### src/rtl/mux_2_1_rr_arbiter_pkg.sv
// ============================================================================
// mux_2_1_rr_arbiter_pkg : shared defaults and grant FSM state encoding
// Rev 1.0
// ============================================================================
`default_nettype none

package mux_2_1_rr_arbiter_pkg;

  localparam int DEF_WIDTH     = 8;
  localparam int DEF_MAX_BURST = 4;

  typedef enum logic [1:0] {
    ST_IDLE = 2'd0,
    ST_OWN0 = 2'd1,
    ST_OWN1 = 2'd2
  } arb_state_e;

endpackage

`default_nettype wire

### src/rtl/mux_2_1_rr_arbiter_mux.sv
// ============================================================================
// mux_2_1_w : combinational W-bit 2:1 multiplexer (y = sel ? d1 : d0)
// Rev 1.0
// ============================================================================
`default_nettype none

module mux_2_1_w #(
  parameter int W = 9
) (
  input  logic         sel,
  input  logic [W-1:0] d0,
  input  logic [W-1:0] d1,
  output logic [W-1:0] y
);

  assign y = sel ? d1 : d0;

endmodule

`default_nettype wire

### src/rtl/mux_2_1_rr_arbiter.sv
// ============================================================================
// mux_2_1_rr_arbiter : two-requester round-robin burst arbiter onto one channel
// Rev 1.0
// ============================================================================
`default_nettype none

module mux_2_1_rr_arbiter
  import mux_2_1_rr_arbiter_pkg::*;
#(
  parameter int WIDTH     = DEF_WIDTH,
  parameter int MAX_BURST = DEF_MAX_BURST
) (
  input  logic             clk,
  input  logic             rst,
  input  logic             s0_valid,
  input  logic [WIDTH-1:0] s0_data,
  input  logic             s0_last,
  output logic             s0_ready,
  input  logic             s1_valid,
  input  logic [WIDTH-1:0] s1_data,
  input  logic             s1_last,
  output logic             s1_ready,
  output logic             m_valid,
  output logic [WIDTH-1:0] m_data,
  output logic             m_last,
  input  logic             m_ready,
  output logic             sel,
  output logic             busy
);

  localparam int CW = $clog2(MAX_BURST) + 1;

  arb_state_e      state, state_nxt;
  logic            prio, prio_nxt;
  logic            sel_nxt;
  logic [CW-1:0]   beat_cnt, beat_cnt_nxt;
  logic            cap_reached;
  logic [WIDTH:0]  mux_y;

  assign cap_reached = (beat_cnt == CW'(MAX_BURST - 1));
  assign busy        = (state != ST_IDLE);

  always_ff @(posedge clk or posedge rst) begin
    if (rst) begin
      state    <= ST_IDLE;
      prio     <= 1'b0;
      beat_cnt <= '0;
      sel      <= 1'b0;
    end else begin
      state    <= state_nxt;
      prio     <= prio_nxt;
      beat_cnt <= beat_cnt_nxt;
      sel      <= sel_nxt;
    end
  end

  always_comb begin
    state_nxt    = state;
    prio_nxt     = prio;
    beat_cnt_nxt = beat_cnt;
    m_valid      = 1'b0;
    s0_ready     = 1'b0;
    s1_ready     = 1'b0;
    case (state)
      ST_IDLE: begin
        if (s0_valid && s1_valid) state_nxt = prio ? ST_OWN1 : ST_OWN0;
        else if (s0_valid)        state_nxt = ST_OWN0;
        else if (s1_valid)        state_nxt = ST_OWN1;
      end
      ST_OWN0: begin
        m_valid  = s0_valid;
        s0_ready = m_ready;
        if (s0_valid && m_ready) begin
          if (s0_last || cap_reached) begin
            // Hand straight over when the other side waits, avoiding an idle bubble
            beat_cnt_nxt = '0;
            prio_nxt     = 1'b1;
            state_nxt    = s1_valid ? ST_OWN1 : ST_IDLE;
          end else begin
            beat_cnt_nxt = beat_cnt + CW'(1);
          end
        end
      end
      ST_OWN1: begin
        m_valid  = s1_valid;
        s1_ready = m_ready;
        if (s1_valid && m_ready) begin
          if (s1_last || cap_reached) begin
            beat_cnt_nxt = '0;
            prio_nxt     = 1'b0;
            state_nxt    = s0_valid ? ST_OWN0 : ST_IDLE;
          end else begin
            beat_cnt_nxt = beat_cnt + CW'(1);
          end
        end
      end
      default: state_nxt = ST_IDLE;
    endcase
  end

  // Select follows the owner; IDLE keeps the last owner on the mux
  always_comb begin
    sel_nxt = sel;
    case (state_nxt)
      ST_OWN0: sel_nxt = 1'b0;
      ST_OWN1: sel_nxt = 1'b1;
      default: sel_nxt = sel;
    endcase
  end

  mux_2_1_w #(
    .W (WIDTH + 1)
  ) u_mux (
    .sel (sel),
    .d0  ({s0_last, s0_data}),
    .d1  ({s1_last, s1_data}),
    .y   (mux_y)
  );

  assign m_last = mux_y[WIDTH];
  assign m_data = mux_y[WIDTH-1:0];

endmodule

`default_nettype wire
### config.mk
export PLATFORM = sky130hd
export DESIGN_NAME = mux_2_1_rr_arbiter
export DESIGN_NICKNAME = d
export VERILOG_FILES = /design/src/rtl/mux_2_1_rr_arbiter_pkg.sv /design/src/rtl/mux_2_1_rr_arbiter_mux.sv /design/src/rtl/mux_2_1_rr_arbiter.sv
export SDC_FILE = /design/constraint.sdc
export NUM_CORES = 1
export LEC_CHECK = 0
export CORE_ASPECT_RATIO = 1.2
export CORE_MARGIN = 2
export CORE_UTILIZATION = 35
export DETAILED_ROUTE_END_ITERATION = 12
export PLACE_DENSITY = 0.79
export SYNTH_ARGS = -nofsm -noshare
export SYNTH_HDL_FRONTEND = slang
export SYNTH_SLANG_ARGS = --single-unit
### constraint.sdc
create_clock -name clk -period 2.65 [get_ports clk]
set_input_delay 0.53 -clock clk [delete_from_list [all_inputs] [get_ports clk]]
set_output_delay 0.53 -clock clk [all_outputs]
set_load 0.01 [all_outputs]
==> results.cfg <==
[run_status]
status = finished, final reports clean

[finish]
fin_util_pct = 58.7
regArea_um2 = 175
layout_common_cells = 36 x clkdlybuf4s50_1, 11 x mux2_2, 8 x inv_1
n_fill_cell = 156
diodes = 0
nets = 135
fin_cells = 123
area_delta_synth_final_pct = 62.1
drive_gt1_share_pct = 17.3
final_common_cell = clkdlybuf4s50_1
multi_input_area_um2 = 445

[clock_tree]
cts_buffers = 3
cts_tree = yes
cts_sinks = 7
postCtsResizedCells = 0
cts_hold_buffers = 0
clockBufferDepth = 2
clock_latency_ps = 240
htree_levels = 1
cts_setup_buffers = 0
ctsRootBufferMaster = clkbuf_4
clk_pin_slew_worst_paths_ps = 50

[setup_path]
crit_buf_inv = 0
slowest_delay_ps = 390
crit_path_start_kind = register
arrival_ps = 2520
cpLargestDelayFamily = compound AO/OA/AOI/OAI gates
path_cells = ha_1, ha_1, o211ai_1, a32oi_1, o32ai_1, ha_1, mux2_2
crit_type = reg2reg
cp_max_fo = 5
endpoint_kind = register
required_ps = 2780
cp_slowest_cell = dfrtp_1
path_common_cell = ha_1

[routing]
dr.pass1.iters = 4
vias = 661
wl_um = 1600
viasPerCell = 5.37
drt_iter0_drc = 4
drcViolationCount = 0
ant_nets = 0
wl_per_cell_um = 13.0

[global_routing]
grt_usage_pct = 16.5
grt_pass1_vias = 705
grt_max_degree = 12
grt_first_pass_wirelength_um = 2730
grt.overflow.total = 0
grt_antenna_before_repair = 0

[synth]
synth.ff_latch_count = 7
synth_fp_nets = 95
syn_inst = 65
synth-seq-area-share_pct = 26.8
syn-cell-area_um2 = 654
ys_warn_count = 0
synth_cell_types = 24
synth.avg_cell_area_um2 = 10.1

[worst_hold_path]
hold_path.class = reg2reg

[timing]
relSlewSlack_pct = 73.0
worst_pin_slew_ps = 405
rsz0062_at_grt = no
tns_ps = 0
finalCriticalPeriod_ps = 2380
hold_viol = 0
period_share_pct = 90.0
drv_slew = 0
fmax_mhz = 419
finalSetupViolCount = 0
skew_ps = 0.293

[run]
cap_violations = 0

[floorplan]
die_h_um = 51.4
ios = 37
fp.dieW_um = 43.5
core_area_um2 = 1810
row_count = 17
die_area_um2 = 2230
initial_core_util_pct = 36.2

[pwr]
powerDensity_nw_per_um2 = 773
vdd_drop_max_v = 0.000380
p_leak_nw = 0.457

[place]
portBuffers = 36
post-dp-hpwl_um = 1350
placed_cells = 119
routabilityCongestion = 0.747
layout make-up:
cell class	count	share of cell area, %
multi-input cells	49	42.0
clock buffers	4	2.48
well taps	19	2.24
repair buffers	36	34.0
inverters	8	2.83
flip-flops and latches	7	16.5
power by group:
| group | switching, mW | internal (mW) |
|---|---|---|
| Clock | 0.0372 | 0.0573 |
| Sequential | 0.0517 | 0.149 |
| Combinational | 0.219 | 0.307 |
| Total | 0.308 | 0.513 |
routing by layer:
| layer | vias up | routed length (µm) | track usage (%) |
|---|---|---|---|
| met5 | - | 0 | 0 |
| met4 | 0 | 21 | 9.09 |
| met3 | 2 | 144 | 4.95 |
| met2 | 37 | 820 | 28.9 |
| met1 | 305 | 614 | 17.4 |
| li1 | 317 | - | - |
sequential cells by signal (all words and copies together), names as in the netlist:
signal / cells
beat_cnt: 3
sel: 1
state: 2
prio: 1
logic make-up after synthesis:
kind of cell             share of synthesized area [%]
flip-flops                                        26.8
AO/OA/AOI/OAI                                     15.1
multiplexers                                      28.7
buffers and inverters                             5.16
AND/OR/NAND/NOR                                   10.9
adder cells (fa/ha/maj)                           13.4
through the flow:
stage / setup slack [ps] / cell area, µm² / hold WS, ps / power, mW
6_report: 265 / 1060 / 499 / 0.821
5_1_grt: 127 / 1060 / 523 / 0.895
4_1_cts: 252 / 1060 / 509 / 0.838
3_5_place_dp: 117 / 1030 / 496 / 0.734
3_3_place_gp: 183 / 1030 / 474 / 0.714
2_1_floorplan: 446 / 654 / 333 / 0.521
synth_stat cells:
| cell type | number | share of area, % |
|---|---|---|
| nor3b_1 | 1 | 1.1 |
| a32oi_1 | 1 | 1.3 |
| mux2_2 | 11 | 19 |
| o221ai_1 | 1 | 1.3 |
| o21ai_0 | 2 | 1.5 |
| a21bo_2 | 1 | 1.5 |
| ha_1 | 7 | 13 |
| a211o_1 | 1 | 1.3 |
| a221o_1 | 1 | 1.5 |
| mux2_1 | 3 | 5.2 |
| nor2_1 | 2 | 1.1 |
| dfrtp_1 | 7 | 27 |
| o221a_2 | 1 | 1.7 |
| nand2_1 | 2 | 1.1 |
| a22oi_1 | 1 | 1.1 |
| o211ai_1 | 2 | 2.3 |
| mux2i_1 | 3 | 4.6 |
| nand3_1 | 1 | 0.76 |
| inv_1 | 8 | 4.6 |
| clkbuf_1 | 1 | 0.57 |
| and2_2 | 2 | 2.3 |
| nor3_1 | 2 | 1.5 |
| o32ai_1 | 1 | 1.3 |
| nand2b_1 | 3 | 2.9 |
final timing paths:
path	startpoint	to	slack [ps]	cells after the start
setup / recovery	beat_cnt[0]	sel	270	7
hold / removal	beat_cnt[1]	beat_cnt[1]	500	1
setup reg to reg	beat_cnt[0]	sel	270	7
hold reg to reg	beat_cnt[1]	beat_cnt[1]	500	1
max in group asynchronous	rst	state[0]	1930	2
min in group asynchronous	rst	beat_cnt[1]	510	2
No activity file was read; power rests on OpenSTA's default activity.
==> RTL edit 1 (same flow settings) <==
Encoding of `arb_state_e`: now one-hot (3 bits for 3 states).
--- a/src/rtl/mux_2_1_rr_arbiter_pkg.sv
+++ b/src/rtl/mux_2_1_rr_arbiter_pkg.sv
@@ -9,10 +9,10 @@
   localparam int DEF_WIDTH     = 8;
   localparam int DEF_MAX_BURST = 4;
 
-  typedef enum logic [1:0] {
-    ST_IDLE = 2'd0,
-    ST_OWN0 = 2'd1,
-    ST_OWN1 = 2'd2
+  typedef enum logic [2:0] {
+    ST_IDLE = 3'b001,
+    ST_OWN0 = 3'b010,
+    ST_OWN1 = 3'b100
   } arb_state_e;
 
 endpackage
Formal check against the unedited RTL: same outputs for any inputs over 10 cycles, from zero or initial values and one cycle with rst high; not proved beyond that.
==> RTL edit 1 against the original RTL <==
Sequential cell count grew 1. Power grew 4.1%. Count of clock-buffer cells in the layout is the same. Final area shrank 0.59%. Setup slack lost 36 ps. Wire length grew 9.7%. Sequential power grew 30%. Die area shrank 2.3%. Register-to-register slack gained 700 ps. Area after synthesis shrank 2.5%. Clock skew grew 5.8 ps.
==> RTL edit 1: results <==
{
  "synthArstFlopShare": 1.000,
  "r2r-end": "state[1]",
  "syn-num-nets": 90,
  "finalClockSkew_ps": 6.098,
  "outcome": "complete, no violations",
  "wl_per_cell_um": 14.28,
  "critPathArrivalTime_ps": 1890,
  "cpMaxStageDelayCell": "dfstp_2",
  "reg2reg_depth": 5,
  "power.leakage_nw": 0.4263,
  "clkTransAtPathRegs_ps": 50,
  "hpwlAfterDp_um": 1424,
  "crit_path_end": "busy",
  "r2r_setup_slack_ps": 970,
  "peakVddDrop_v": 0.0005919,
  "synthTopCellsByArea": "dfrtp_1 (27%), mux2_2 (21%), dfstp_2 (4.1%), a2111oi_0 (4.1%), ha_1 (3.9%)",
  "slew_headroom": 0.6612,
  "fill_cells": 155,
  "drive_above_1_share": 0.1810,
  "dr_total_vias": 682,
  "layout.nets": 131,
  "grt_use_total": 0.1751,
  "fmax_ghz": 0.4131,
  "crit_path_max_incr_delay_ps": 590,
  "worstHoldStart": "beat_cnt[2]",
  "seq_area_frac_synth": 0.3157,
  "grt_pass1_wl_um": 2918,
  "critPathLaunch": "state[0]",
  "netlist_top_cells_count": "mux2_2 (12), dfrtp_1 (7), inv_1 (5)",
  "crit_family": "flip-flops",
  "synth_cell_types": 30,
  "pre_cts_ws_ps": 296.4,
  "gp_congestion": 0.8197,
  "grt_max_degree": 12,
  "top_regs": "beat_cnt x3, state x3"
}
[RTL edit 1: cell count changes after synthesis, sizes merged, moves of 2 or more]
cell and delta:
a2111oi +3, ha -5, inv -3, mux2 -2
mux2i -3, nand2 +2, nand3b +2, nor3b +2
[RTL edit 1: worst reg2reg max path, delay by kind of cell, from the launching register on]
family | cells | cell delay [ps]
AOI/OAI and AO/OA | 1 | 380
adders and majority gates | 2 | 440
DFF | 1 | 390
and+or+nand+nor | 2 | 360
[RTL edit 1: kinds of logic (layout without fill, tap and decap cells)]
| family | Yosys count | after routing | share of synthesized area |
|---|---|---|---|
| AOI/OAI and AO/OA | 16 | 16 | 0.1961 |
| xor gates and xnor gates | 1 | 1 | 0.01373 |
| adders and majority gates | 2 | 2 | 0.03921 |
| buffers and inverters | 7 | 47 | 0.04118 |
| DFF | 8 | 8 | 0.3157 |
| muxes | 12 | 12 | 0.2118 |
| and+or+nand+nor | 19 | 19 | 0.1823 |
[RTL edit 1: worst min-delay path by stage]
stage / end / slack [ps] / cells after the start
finish: beat_cnt[2] / 510 / 1
global route: beat_cnt[2] / 540 / 1
floorplan: beat_cnt[0] / 340 / 1
CTS: beat_cnt[1] / 520 / 2
detailed placement: beat_cnt[1] / 500 / 1
global placement: beat_cnt[2] / 490 / 1
[RTL edit 1: area by class of cell]
cell class	count	area [um^2]	share of cell area
clock buffer	4	26.28	0.02491
inverter	5	18.77	0.01779
multi-input combinational	50	410.4	0.3891
sequential	8	201.4	0.1910
tap	18	22.52	0.02135
timing repair buffer	38	375.4	0.3559
[RTL edit 1: through the flow]
stage,std cells,hold WS [ps],cell area (um^2)
6_report,123,511.4,1055
3_5_place_dp,119,501.3,1028
2_1_floorplan,65,344.9,638.1
5_1_grt,123,542.0,1055
4_1_cts,123,515.4,1055
3_3_place_gp,119,492.4,1028
[RTL edit 1: power by group]
group | leakage (nW) | total, W | switching (W) | internal, W
clock network | 0.0150 | 0.0000998 | 0.0000422 | 0.0000576
logic | 0.310 | 0.000492 | 0.000185 | 0.000307
registers | 0.101 | 0.000262 | 0.0000813 | 0.000181
[RTL edit 1: routing by layer]
| layer | wire [um] | GRT usage |
|---|---|---|
| met3 | 190 | 0.06115 |
| met2 | 838 | 0.3005 |
| met5 | 0 | 0 |
| met4 | 22 | 0.06061 |
| met1 | 706 | 0.1991 |
==> RTL edit 2 (same settings) <==
Without the edit above. Set the package constant `DEF_MAX_BURST` to 8 (it was 4).
--- a/src/rtl/mux_2_1_rr_arbiter_pkg.sv
+++ b/src/rtl/mux_2_1_rr_arbiter_pkg.sv
@@ -7,7 +7,7 @@
 package mux_2_1_rr_arbiter_pkg;
 
   localparam int DEF_WIDTH     = 8;
-  localparam int DEF_MAX_BURST = 4;
+  localparam int DEF_MAX_BURST = 8;
 
   typedef enum logic [1:0] {
     ST_IDLE = 2'd0,
Formal check against the unedited RTL: not equivalent (a bounded check fails within 10 cycles, from zero or initial values and one cycle with rst high).
==> RTL edit 2 against the original RTL <==
Area after synthesis grew 12%. Sequential power grew 15%. Sequential cell count up 1. Fmax shrank 3.2%. Final area rose by 7.0%. Cell count increased by 12%. Power is 8.8% higher. Wire length is 30% higher. Clock skew grew 8.3 ps. Die area is 11% higher. Setup slack got worse by 79 ps. Critical path type is now reg -> out. Critical endpoint is now m_valid.
==> RTL edit 2: results <==
{
  "gp_congestion": 0.8093,
  "grt_use_total": 0.1924,
  "layout.nets": 149,
  "grt_pass1_wl_um": 3387,
  "netlist_top_cells_count": "mux2_2 (10), dfrtp_1 (8), inv_1 (7)",
  "outcome": "complete, no violations",
  "crit_family": "buffers and inverters",
  "dr_total_vias": 750,
  "critPathArrivalTime_ps": 1930,
  "synth_cell_types": 35,
  "comb_power_w": 0.000562,
  "avgSynthCellArea_um2": 9.021,
  "drt_wl_total_um": 2079,
  "drive_above_1_share": 0.1525,
  "top_regs": "beat_cnt x4, state x2",
  "hpwlAfterDp_um": 1680,
  "vias_per_cell": 5.435,
  "insertion_delay_ps": 270,
  "drtIter0Drc": 17,
  "finalClockSkew_ps": 8.617,
  "fin_area_um2": 1135,
  "worstHoldStart": "beat_cnt[3]",
  "grt_max_degree": 13,
  "crit_path_max_incr_delay_ps": 530,
  "grt_pass1_vias": 752,
  "powerSeq_w": 0.000232
}
## RTL edit 2: worst max-delay path by stage
stage	startpoint	to	slack, ps	cells after the start
after floorplan	beat_cnt[0]	sel	650	7
after global placement	s1_valid	sel	210	7
after detailed placement	s1_valid	sel	120	7
after CTS	state[0]	m_valid	180	5
after global routing	state[0]	m_valid	40	5
final	state[0]	m_valid	190	5
## RTL edit 2: logic make-up after synthesis
family          share of synthesized area
simple gates                       0.2038
compound gates                     0.2003
mux                                0.1678
buf+inv                           0.05138
flops                              0.2740
fa+ha+maj                          0.1027
## RTL edit 2: routing by layer
layer | wire length, um | track usage
met1 | 836 | 0.2032
met2 | 1157 | 0.3615
met3 | 55 | 0.05369
met4 | 30 | 0.05714
met5 | 0 | 0
## RTL edit 2: cell type report
cell class	instances	share of cell area
Multi-Input combinational cell	63	0.4344
Timing Repair Buffer	37	0.3241
Sequential cell	8	0.1764
Inverter	7	0.02315
Tap cell	20	0.02205
Clock buffer	3	0.01985
